--- src/rtl/ble_rx_dma_pkg.sv ---
// Shared types and memory-map defaults for the BLE receive DMA slice.
package ble_rx_dma_pkg;

  localparam logic [31:0] ADR_LL_DEF = 32'h00C00000;
  localparam logic [31:0] ADR_UL_DEF = 32'h00C0FFFF;

  typedef enum logic [1:0] {
    ARB_IDLE = 2'd0,
    ARB_CPU  = 2'd1,
    ARB_DMA  = 2'd2
  } arb_state_e;

  // Ring successor of a byte address inside [ll..ul].
  function automatic logic [31:0] ring_next(input logic [31:0] adr,
                                            input logic [31:0] ll,
                                            input logic [31:0] ul);
    return (adr == ul) ? ll : adr + 32'd1;
  endfunction

endpackage

--- src/rtl/ble_rx_dma_fifo.sv ---
// Byte FIFO with registered occupancy count; storage is not reset.
module ble_rx_fifo #(
  parameter int DEPTH = 16
) (
  input  logic                   clk,
  input  logic                   rst,
  input  logic                   push,
  input  logic                   pop,
  input  logic [7:0]             din,
  output logic [7:0]             head,
  output logic                   full,
  output logic                   empty,
  output logic [$clog2(DEPTH):0] level
);

  localparam int AW = $clog2(DEPTH);
  localparam logic [AW:0] FULL_CNT = (AW+1)'(DEPTH);

  logic [AW-1:0] wr_ptr_q, wr_ptr_d;
  logic [AW-1:0] rd_ptr_q, rd_ptr_d;
  logic [AW:0]   cnt_q, cnt_d;
  logic [7:0]    mem_q [DEPTH];
  logic          do_push, do_pop;

  // Fullness is judged on the pre-edge count, so a same-cycle pop never makes room.
  assign full    = (cnt_q == FULL_CNT);
  assign empty   = (cnt_q == '0);
  assign do_push = push && !full;
  assign do_pop  = pop && !empty;
  assign head    = mem_q[rd_ptr_q];
  assign level   = cnt_q;

  always_comb begin
    wr_ptr_d = wr_ptr_q;
    rd_ptr_d = rd_ptr_q;
    cnt_d    = cnt_q;
    if (do_push) wr_ptr_d = wr_ptr_q + AW'(1);
    if (do_pop)  rd_ptr_d = rd_ptr_q + AW'(1);
    case ({do_push, do_pop})
      2'b10:   cnt_d = cnt_q + (AW+1)'(1);
      2'b01:   cnt_d = cnt_q - (AW+1)'(1);
      default: cnt_d = cnt_q;
    endcase
  end

  always_ff @(posedge clk or posedge rst) begin
    if (rst) begin
      wr_ptr_q <= '0;
      rd_ptr_q <= '0;
      cnt_q    <= '0;
    end else begin
      wr_ptr_q <= wr_ptr_d;
      rd_ptr_q <= rd_ptr_d;
      cnt_q    <= cnt_d;
    end
  end

  always_ff @(posedge clk) begin
    if (do_push) mem_q[wr_ptr_q] <= din;
  end

endmodule

--- src/rtl/ble_rx_dma.sv ---
// BLE receive DMA: buffers UART bytes and writes them into a RAM ring,
// sharing the single RAM Wishbone port with the CPU by round-robin.
module ble_rx_dma
  import ble_rx_dma_pkg::*;
#(
  parameter int          DEPTH  = 16,
  parameter logic [31:0] ADR_LL = ADR_LL_DEF,
  parameter logic [31:0] ADR_UL = ADR_UL_DEF
) (
  input  logic                   i_wb_clk,
  input  logic                   i_wb_rst,
  input  logic                   i_rx_valid,
  input  logic [7:0]             i_rx_data,
  input  logic                   i_ovf_clr,
  input  logic [31:0]            i_cpu_adr,
  input  logic                   i_cpu_cyc,
  input  logic                   i_cpu_we,
  input  logic [3:0]             i_cpu_sel,
  input  logic [31:0]            i_cpu_dat,
  output logic [31:0]            o_cpu_rdt,
  output logic                   o_cpu_ack,
  output logic [31:0]            o_mem_adr,
  output logic                   o_mem_cyc,
  output logic                   o_mem_we,
  output logic [3:0]             o_mem_sel,
  output logic [31:0]            o_mem_dat,
  input  logic [31:0]            i_mem_rdt,
  input  logic                   i_mem_ack,
  output logic [31:0]            o_wr_adr,
  output logic [$clog2(DEPTH):0] o_level,
  output logic                   o_overflow
);

  arb_state_e  state_q, state_d;
  logic        last_dma_q, last_dma_d;
  logic [31:0] wr_adr_q, wr_adr_d;
  logic        ovf_q, ovf_d;
  logic        fifo_full, fifo_empty, fifo_pop;
  logic [7:0]  fifo_head;

  assign fifo_pop = (state_q == ARB_DMA) && i_mem_ack;

  ble_rx_fifo #(.DEPTH(DEPTH)) u_fifo (
    .clk   (i_wb_clk),
    .rst   (i_wb_rst),
    .push  (i_rx_valid),
    .pop   (fifo_pop),
    .din   (i_rx_data),
    .head  (fifo_head),
    .full  (fifo_full),
    .empty (fifo_empty),
    .level (o_level)
  );

  // Every grant returns through IDLE, so i_mem_ack is low when the next one starts.
  always_comb begin
    state_d    = state_q;
    last_dma_d = last_dma_q;
    wr_adr_d   = wr_adr_q;
    case (state_q)
      ARB_IDLE: begin
        if (i_cpu_cyc && (fifo_empty || last_dma_q)) state_d = ARB_CPU;
        else if (!fifo_empty)                        state_d = ARB_DMA;
      end
      ARB_CPU: begin
        if (i_mem_ack) begin
          state_d    = ARB_IDLE;
          last_dma_d = 1'b0;
        end
      end
      ARB_DMA: begin
        if (i_mem_ack) begin
          state_d    = ARB_IDLE;
          last_dma_d = 1'b1;
          wr_adr_d   = ring_next(wr_adr_q, ADR_LL, ADR_UL);
        end
      end
      default: state_d = ARB_IDLE;
    endcase
  end

  // A drop in the same cycle as a clear keeps the flag set.
  always_comb begin
    ovf_d = ovf_q;
    if (i_rx_valid && fifo_full) ovf_d = 1'b1;
    else if (i_ovf_clr)          ovf_d = 1'b0;
  end

  always_ff @(posedge i_wb_clk or posedge i_wb_rst) begin
    if (i_wb_rst) begin
      state_q    <= ARB_IDLE;
      last_dma_q <= 1'b1;
      wr_adr_q   <= ADR_LL;
      ovf_q      <= 1'b0;
    end else begin
      state_q    <= state_d;
      last_dma_q <= last_dma_d;
      wr_adr_q   <= wr_adr_d;
      ovf_q      <= ovf_d;
    end
  end

  always_comb begin
    o_mem_adr = '0;
    o_mem_cyc = 1'b0;
    o_mem_we  = 1'b0;
    o_mem_sel = '0;
    o_mem_dat = '0;
    o_cpu_ack = 1'b0;
    case (state_q)
      ARB_CPU: begin
        o_mem_adr = i_cpu_adr;
        o_mem_cyc = i_cpu_cyc;
        o_mem_we  = i_cpu_we;
        o_mem_sel = i_cpu_sel;
        o_mem_dat = i_cpu_dat;
        o_cpu_ack = i_mem_ack;
      end
      ARB_DMA: begin
        o_mem_adr = {wr_adr_q[31:2], 2'b00};
        o_mem_cyc = 1'b1;
        o_mem_we  = 1'b1;
        o_mem_sel = 4'b0001 << wr_adr_q[1:0];
        o_mem_dat = {4{fifo_head}};
      end
      default: ;
    endcase
  end

  assign o_cpu_rdt  = i_mem_rdt;
  assign o_wr_adr   = wr_adr_q;
  assign o_overflow = ovf_q;

endmodule
--- config.mk ---
export PLATFORM = sky130hd
export DESIGN_NAME = ble_rx_dma
export DESIGN_NICKNAME = d
export VERILOG_FILES = /design/src/rtl/ble_rx_dma_pkg.sv /design/src/rtl/ble_rx_dma_fifo.sv /design/src/rtl/ble_rx_dma.sv
export SDC_FILE = /design/constraint.sdc
export NUM_CORES = 1
export LEC_CHECK = 0
export ABC_AREA = 1
export ABC_CLOCK_PERIOD_IN_PS = 3220
export BUFFER_PORTS_ARGS = -buffer_cell sky130_fd_sc_hd__buf_2
export CAP_MARGIN = 20
export CORE_MARGIN = 1
export CORE_UTILIZATION = 40
export DETAILED_ROUTE_END_ITERATION = 6
export HOLD_SLACK_MARGIN = 0.03
export MAX_ROUTING_LAYER = met4
export PLACE_DENSITY = 0.67
export SYNTH_ARGS = -nofsm -noshare
export SYNTH_HDL_FRONTEND = slang
export SYNTH_SLANG_ARGS = --single-unit
--- constraint.sdc ---
create_clock -name i_wb_clk -period 3.22 [get_ports i_wb_clk]
set_input_delay 0.322 -clock i_wb_clk [delete_from_list [all_inputs] [get_ports i_wb_clk]]
set_output_delay 0.322 -clock i_wb_clk [all_outputs]
set_load 0.02 [all_outputs]
==> impl_summary.md, run 1 <==
Min path
The path with the worst hold slack has its endpoint at o_overflow. The type of the most critical hold path is input pin to register. Counting instances, the worst hold path has a depth of 2. The startpoint of the tightest hold check path is i_ovf_clr.

Setup path
Measured in cells, the most critical reg-to-reg path has a length of 16. In this run the critical register-to-register path is launched from state_q[0]. The worst endpoint required time is about 2.9 ns. The register-to-register setup slack is around 0.60 ns. On the critical path, the stage with the largest delay is an instance of sky130_fd_sc_hd__inv_1. The largest fanout of any net on the critical path is 26. Traced cell by cell, the critical path runs through inv_1, ha_1, nand2_1, buf_4, inv_1, nand2_1, nand2_1, buf_2.

The type of element capturing the critical path is an output pin. STA classifies the critical path startpoint as a register. The reg-to-reg endpoint is u_fifo.level[4].

The setup path with the least slack is of type register to output pin. In this design, the critical path's most frequently occurring cell is sky130_fd_sc_hd__nand2_1. The arrival time of data at the critical path endpoint is 2.62 ns. The worst setup path startpoint is state_q[0]. For this run, the slowest stage of the critical path takes just over 0.5 ns.

GRT
The first-pass GRT wire length is between 30000 and 40000 um. In the global route stage, met3 resource usage came out at under 10%. The total global routing track utilization is a little over a fifth. The initial antenna violation count is 0. The global routing met2 resource utilization is around a third.

The met1 routing resource usage after global routing is 28.0%. The number of global-route vias before repair is 7596. Entering global routing, the biggest net connects 67 pins.

The global routing stage identified its most utilized layer as met2. Global routing finished with a remaining overflow of 0.

Layout
With fillers left out, the area of the finished cells amounts to approximately 11000 um^2. The count of fill cells added during filler insertion is 2273. The area growth from synthesis to layout is 17.8%. The proportion of layout cells with a drive suffix above 1 is about a fifth. 0 antenna diodes ended up in the layout. Leaving out fill and tap cells, the most frequent cell in the layout is sky130_fd_sc_hd__nand2_1. The library cells used most frequently in the layout, excluding fill and tap cells, are 387 x sky130_fd_sc_hd__nand2_1, 191 x sky130_fd_sc_hd__buf_2, 173 x sky130_fd_sc_hd__inv_1, 136 x sky130_fd_sc_hd__nand3_1, 128 x sky130_fd_sc_hd__edfxtp_1. The final net count is between 1k and 1.5k.

Synth
Each instance of the synthesized netlist takes up on average ~8.3 um^2. The main flop type after synthesis is sky130_fd_sc_hd__edfxtp_1. The number of nets in the synthesized netlist is about 1.3k. The share of synthesized area occupied by flip-flops and latches is a little over half. The flip-flop and latch count after synthesis is about 180. After synthesis, the share of flip-flops with an asynchronous set or reset is between 20% and 30%. The number of enable flip-flop cells after synthesis is 128. The post-synthesis cell count is roughly 1.2k.

The mapped netlist covers between 9000 and 10000 um^2. The yosys synthesis warning count is 0. The number of distinct library cells after synthesis is 37.

Detailed routing
The remaining routing DRC violations is 0. After the first detailed-routing iteration, the DRC count stood at about 620. After detailed routing, the average wire length per cell comes to between 15 and 20 um. The detailed-route wire length is roughly 26000 um. The number of routed nets with antenna violations is 0. The routed layout has 8172 vias.

The first TritonRoute pass finished after 5 iterations. Using the TritonRoute via totals, the vias-per-cell ratio works out to 4.89.

Timing
The measured slew at the worst slew-check pin is 0.864 ns. The final-report max-slew violation count came to 0. The aggregate negative setup slack is 0 ns. For the final database, setup skew stands at 0.0117 ns. The headroom to the max-slew limit is a little over two fifths. The share of the clock period used by the worst path is between 90% and 100%. Setup repair after global routing left no endpoint under its margin. The hold violation total from the final report came to 0.

After layout, the minimum clock period comes to 2.94 ns. Setup violations remaining at the end of the flow were counted as 0. The timing-limited maximum frequency is 0.340 GHz.

CTS
After clock tree synthesis, the clock-pin slew on the worst setup and hold paths is roughly 0.070 ns. The CTS tree is built. The cell sitting at the root of the clock tree is a sky130_fd_sc_hd__clkbuf_16. The maximum buffer depth of the clock tree is 2.

CTS saw 177 sinks. The number of gates given a new drive strength after cts is 0. The clock latency reported for the late side of the worst-skew pair is roughly 0.43 ns. The H-tree depth is 4.

The number of buffers added by the clock tree synthesis step is 17.

Placement
The total half-perimeter wirelength after legalization and detailed placement is ~18000 um. The cell area after placement is between 10000 and 15000 um^2. The routability-driven placement congestion ratio is approximately 0.94.

Input and output buffers added on the ports amount to between 150 and 200.

Die
The floorplan die area is roughly 25000 um^2. The standard-cell row count is 56. The die is roughly 160 um wide. The number of top-level pins is 256. The floorplan die height is about 160 um. After floorplanning, the core was sized to cover about 24000 um^2. The initial utilization of the core area, before any placement, comes to between 40 and 50%.

Pwr
The power per cell area is about 800 nW/um^2. The worst-case IR drop observed on VDD is approximately 0.00048 V. For this design the static power due to leakage is 0.00565 uW.

Outcome
The flow ran to the end, and the final reports show no timing, DRC or antenna violations.

Flow run
The number of max-capacitance violations reported is 0.
-- synthesized netlist by cell type (2+ instances only) --
library cell / instances / area, um^2
sky130_fd_sc_hd__buf_2: 27 / 135
sky130_fd_sc_hd__a22o_1: 6 / 52.6
sky130_fd_sc_hd__a21oi_1: 5 / 25.0
sky130_fd_sc_hd__clkinv_1: 3 / 11.3
sky130_fd_sc_hd__nor2_2: 4 / 25.0
sky130_fd_sc_hd__dfstp_2: 3 / 78.8
sky130_fd_sc_hd__nand3_1: 136 / 681
sky130_fd_sc_hd__buf_4: 35 / 263
sky130_fd_sc_hd__nand4_1: 14 / 87.6
sky130_fd_sc_hd__inv_1: 176 / 661
sky130_fd_sc_hd__nor2_1: 67 / 251
sky130_fd_sc_hd__ha_1: 16 / 200
sky130_fd_sc_hd__edfxtp_1: 128 / 3840
sky130_fd_sc_hd__nand3b_1: 3 / 22.5
sky130_fd_sc_hd__clkbuf_1: 8 / 30.0
sky130_fd_sc_hd__dfrtp_1: 46 / 1150
sky130_fd_sc_hd__xnor2_1: 2 / 17.5
sky130_fd_sc_hd__xor2_1: 23 / 201
sky130_fd_sc_hd__nor2_4: 5 / 56.3
sky130_fd_sc_hd__o21ai_0: 39 / 195
sky130_fd_sc_hd__nand2_1: 387 / 1450
sky130_fd_sc_hd__nor3_1: 17 / 85.1
sky130_fd_sc_hd__or2_2: 2 / 12.5
sky130_fd_sc_hd__a32o_1: 2 / 20.0
sky130_fd_sc_hd__nand2_2: 5 / 31.3
-- metal layers --
layer / wire [um] / vias up / part of all wire (%)
li1: - / 4024 / -
met2: 12100 / 312 / 47
met4: 823 / 0 / 3.2
met3: 1700 / 52 / 6.6
met1: 11200 / 3784 / 43
met5: 0 / - / 0
-- report_power, final --
group / total, uW / internal [uW] / switching (uW) / leakage [uW]
registers: 3020 / 2780 / 248 / 0.00174
clock network: 2020 / 1040 / 974 / 0.000284
logic: 4080 / 1240 / 2840 / 0.00362
total: 9120 / 5060 / 4060 / 0.00565
-- final cells by class --
cell class | count | area, um^2 | area share, %
Clock buffer | 17 | 425 | 3.73
Clock inverter | 15 | 153 | 1.34
Inverter | 180 | 676 | 5.92
Multi-Input combinational cell | 743 | 3510 | 30.7
Sequential cell | 177 | 5070 | 44.4
Tap cell | 319 | 399 | 3.50
Timing Repair Buffer | 219 | 1180 | 10.3
-- repair_timing --
| action | CTS | global route |
|---|---|---|
| setup buffers | 0 | 0 |
| hold endpoints to repair | 19 | 0 |
| hold buffers | 1 | 0 |
-- how the worst max path moves through the flow --
stage | depth (start not counted) | slack (ns) | end
floorplan | 16 | 0.85 | u_fifo.level[4]
global placement | 13 | 0.77 | u_fifo.level[4]
detailed placement | 16 | 0.66 | u_fifo.level[4]
CTS | 8 | 0.24 | o_mem_dat[13]
global route | 8 | 0.06 | o_mem_dat[13]
finish | 8 | 0.28 | o_mem_dat[13]
-- kinds of logic after synthesis --
group | Yosys count | synth area share [%]
adder cells (fa/ha/maj) | 16 | 2.07
buffers and inverters | 251 | 11.4
XOR/XNOR | 25 | 2.26
AO/OA/AOI/OAI | 57 | 3.42
AND/OR/NAND/NOR | 645 | 28.5
flip-flops | 177 | 52.3
-- flip-flops by register name (all words and copies together) (netlist names) --
| signal | flops |
|---|---|
| u_fifo.mem_q | 128 |
| o_wr_adr | 32 |
| u_fifo.level | 5 |
| u_fifo.rd_ptr_q | 4 |
| u_fifo.wr_ptr_q | 4 |
| state_q | 2 |
| last_dma_q | 1 |
| o_overflow | 1 |
-- worst max-delay path, delay by kind of cell (launching register included) --
| kind | cells | cell delay, ns |
|---|---|---|
| buffers and inverters | 4 | 0.98 |
| and+or+nand+nor | 3 | 0.49 |
| adders and majority gates | 1 | 0.32 |
| DFF | 1 | 0.40 |
-- stage by stage --
stage	power, uW	hold slack, ns	util (%)	setup slack [ns]	std cells
CTS	9160	0.0706	48.4	0.243	1670
finish	9120	0.0810	48.4	0.280	1670
global placement	7080	0.358	45.9	0.770	1637
detailed placement	7150	0.358	45.9	0.657	1637
global route	9740	0.0861	48.4	0.0600	1670
floorplan	5860	0.421	-	0.855	1171
Power figures use the tool's default switching activity.
==> inputs of run 2 (changes only) <==
--- a/config.mk
+++ b/config.mk
@@ -9,7 +9,7 @@
 export ABC_CLOCK_PERIOD_IN_PS = 3220
 export BUFFER_PORTS_ARGS = -buffer_cell sky130_fd_sc_hd__buf_2
 export CAP_MARGIN = 20
-export CORE_MARGIN = 1
+export CORE_MARGIN = 2
 export CORE_UTILIZATION = 40
 export DETAILED_ROUTE_END_ITERATION = 6
 export HOLD_SLACK_MARGIN = 0.03
==> run 2 against run 1 <==
  * First-iteration DRC count rose by 27%
  * Sequential cell count did not move
  * Combinational power barely moved
  * Sequential power barely moved
  * Clock power rose by 2%
==> impl_summary.md, run 2 (same netlist as run 1, synthesis figures left out) <==
GRT
The total global routing overflow is 0. The maximum number of pins on one net before global-route repair is between 60 and 70. The number of global-route vias before repair is a little under 8k. Across every metal layer, demand over resource in global routing totals 21.4%.

The first global-routing pass estimated around 42000 um of wire. The initial antenna violation count was 0.

Outcome
The run finished with clean final reports.

Placement
The cell area after placement is between 10000 and 15000 um^2. The HPWL after detailed placement is about 18000 um. In this run the tool buffered the top-level ports with 191 buffer cells. The routability-driven placement congestion ratio is about 0.94.

Timing
At the pin with the least slew margin, the transition time is 0.816 ns. Setup repair after global routing left no endpoint under its margin. The headroom to the max-slew limit is 45.4%. Based on the critical path, the design can be clocked at up to between 0.3 and 0.4 GHz. Subtracting the final worst setup slack from the clock period gives 2.96 ns. The final-report max-slew violation count came to 0.

Across the routed clock network, the largest skew measured is 0.0110 ns. The aggregate negative setup slack is 0 ns. The hold violation total from the final report is 0. The share of the clock period used by the worst path is between 90 and 100%. Setup violations remaining at the end of the flow were counted as 0.

CTS
Counting every sink on the clock net gives ~180. Clock-pin slew was measured on the worst setup and hold paths at roughly 0.070 ns. The maximum buffer depth of the clock tree is 2. The number of buffers added by the clock tree synthesis step is 17.

The post-CTS setup-driven buffer insertion count is 0. The number of gates given a new drive strength after cts is 0. The cell sitting at the root of the clock tree is a sky130_fd_sc_hd__clkbuf_16. The CTS tree is built. For this design, the CTS-stage hold fixing added 0 buffers. The clock latency reported for the late side of the worst-skew pair is about 0.43 ns. The H-tree was split into 4 levels.

Die
The horizontal die dimension is around 160 um. The floorplan die height is about 160 um. The floorplan has 56 rows. The number of top-level pins is between 200 and 300. The floorplan die area is roughly 25000 um^2. The initial core utilization is 41.0%. The floorplan step defined a core boundary enclosing between 20000 and 25000 um^2.

Layout
Cells with a size suffix above 1 make up about a fifth of the layout. The register name with the most flops is u_fifo.mem_q. 0 antenna diodes ended up in the layout. The number of flip-flops under the largest register name is ~130. Leaving out fill and tap cells, the most frequent cells in the layout are 387 x sky130_fd_sc_hd__nand2_1, 191 x sky130_fd_sc_hd__buf_2, 173 x sky130_fd_sc_hd__inv_1, 136 x sky130_fd_sc_hd__nand3_1, 128 x sky130_fd_sc_hd__edfxtp_1. The finished cells cover 11400 um^2. The final net count is between 1k and 1.5k.

The library cell used most frequently in the layout, excluding fill and tap cells, is sky130_fd_sc_hd__nand2_1. The core utilization of the finished layout is 48.4%. The area growth from synthesis to layout is 17.8%.

Setup path
The number of cells on the worst reg-to-reg path is 16. The worst endpoint required time is a little under 3 ns. Along the worst path, the maximum fanout reaches 26.

The reg-to-reg startpoint is state_q[0]. The worst setup path is launched from a register. The critical setup path kind is register to output pin. The reg-to-reg endpoint is u_fifo.level[4]. The type of element capturing the critical path is an output pin. Data arrives at the worst endpoint at roughly 2.6 ns.

The register-to-register setup slack is 0.42 ns.

Detailed routing
Detailed routing inserted a total of 8240 vias. The detailed-route wire length is roughly 27000 um. For this run, design rule violations remaining after detail routing come to 0. The number of search-and-repair iterations in the first detailed-routing pass is 5. The detail route stage leaves a number of antenna-violating nets equal to 0.

The number of vias per cell is 4.94. The detailed router finished its first iteration with around 800 violations. The detail-routed net length per standard cell is ~16 um.

Pwr
The power per cell area is between 800 and 900 nW/um^2. The static power due to leakage is approximately 0.0056 uW. The highest ir drop seen on vdd is between 0.0006 and 0.0007 V. Power comes to about 9000 uW.

Flow run
The tool flagged a number of max-cap violations equal to 0.

Min path
The type of the most critical hold path is input pin to register. The sink of the worst hold path is o_overflow. The worst hold path was traced through 2 stages. The startpoint identified for the worst hold timing path is i_ovf_clr.
[run 2: worst max-delay path by stage]
stage	from	endpoint	slack, ns	cells past startpoint
CTS	state_q[0]	o_mem_adr[18]	0.30	8
finish	state_q[0]	o_mem_adr[18]	0.26	8
floorplan	state_q[0]	u_fifo.level[4]	0.85	16
detailed placement	state_q[0]	u_fifo.level[4]	0.48	16
global placement	state_q[0]	u_fifo.level[4]	0.61	16
global route	state_q[0]	o_mem_adr[24]	0.09	8
[run 2: where the power goes]
part           internal [uW]  total (uW)  leakage (uW)  switching [uW]
logic                   1220        4090       0.00362            2870
clock network           1160        2060      0.000280             906
registers               2780        3030       0.00174             249
total                   5150        9180       0.00564            4020
[run 2: final cells by class]
cell class | count | area [um^2]
clock inverter | 13 | 153
sequential | 177 | 5070
inverter | 180 | 676
clock buffer | 18 | 429
fill | 2235 | 12200
multi-input combinational | 743 | 3510
tap | 319 | 399
timing repair buffer | 217 | 1180
[run 2: routing by layer]
| layer | vias up | routed length [um] | share of wire, % | global-route usage, % |
|---|---|---|---|---|
| met1 | 3858 | 11300 | 43 | 27.1 |
| met5 | - | 0 | 0 | - |
| met3 | 56 | 1700 | 6.4 | 3.14 |
| met4 | 0 | 710 | 2.7 | 8.47 |
| met2 | 302 | 12800 | 48 | 34.9 |
| li1 | 4024 | - | - | - |
[run 2: critical path, stage by stage, from the launching register on]
cell and delay, ns:
sky130_fd_sc_hd__dfrtp_1 0.38, sky130_fd_sc_hd__inv_1 0.08, sky130_fd_sc_hd__ha_1 0.38, sky130_fd_sc_hd__nand2_1 0.18, sky130_fd_sc_hd__inv_2 0.48, sky130_fd_sc_hd__buf_4 0.34
sky130_fd_sc_hd__nand2_1 0.07, sky130_fd_sc_hd__o21ai_0 0.09, sky130_fd_sc_hd__buf_2 0.21
[run 2: per-stage QoR]
| step | hold slack [ns] | setup WS, ns | instances |
|---|---|---|---|
| 2_1_floorplan | 0.421 | 0.855 | 1171 |
| 4_1_cts | 0.0635 | 0.296 | 1665 |
| 3_5_place_dp | 0.492 | 0.478 | 1634 |
| 3_3_place_gp | 0.489 | 0.611 | 1634 |
| 6_report | 0.0773 | 0.257 | 1667 |
| 5_1_grt | 0.0650 | 0.0859 | 1667 |
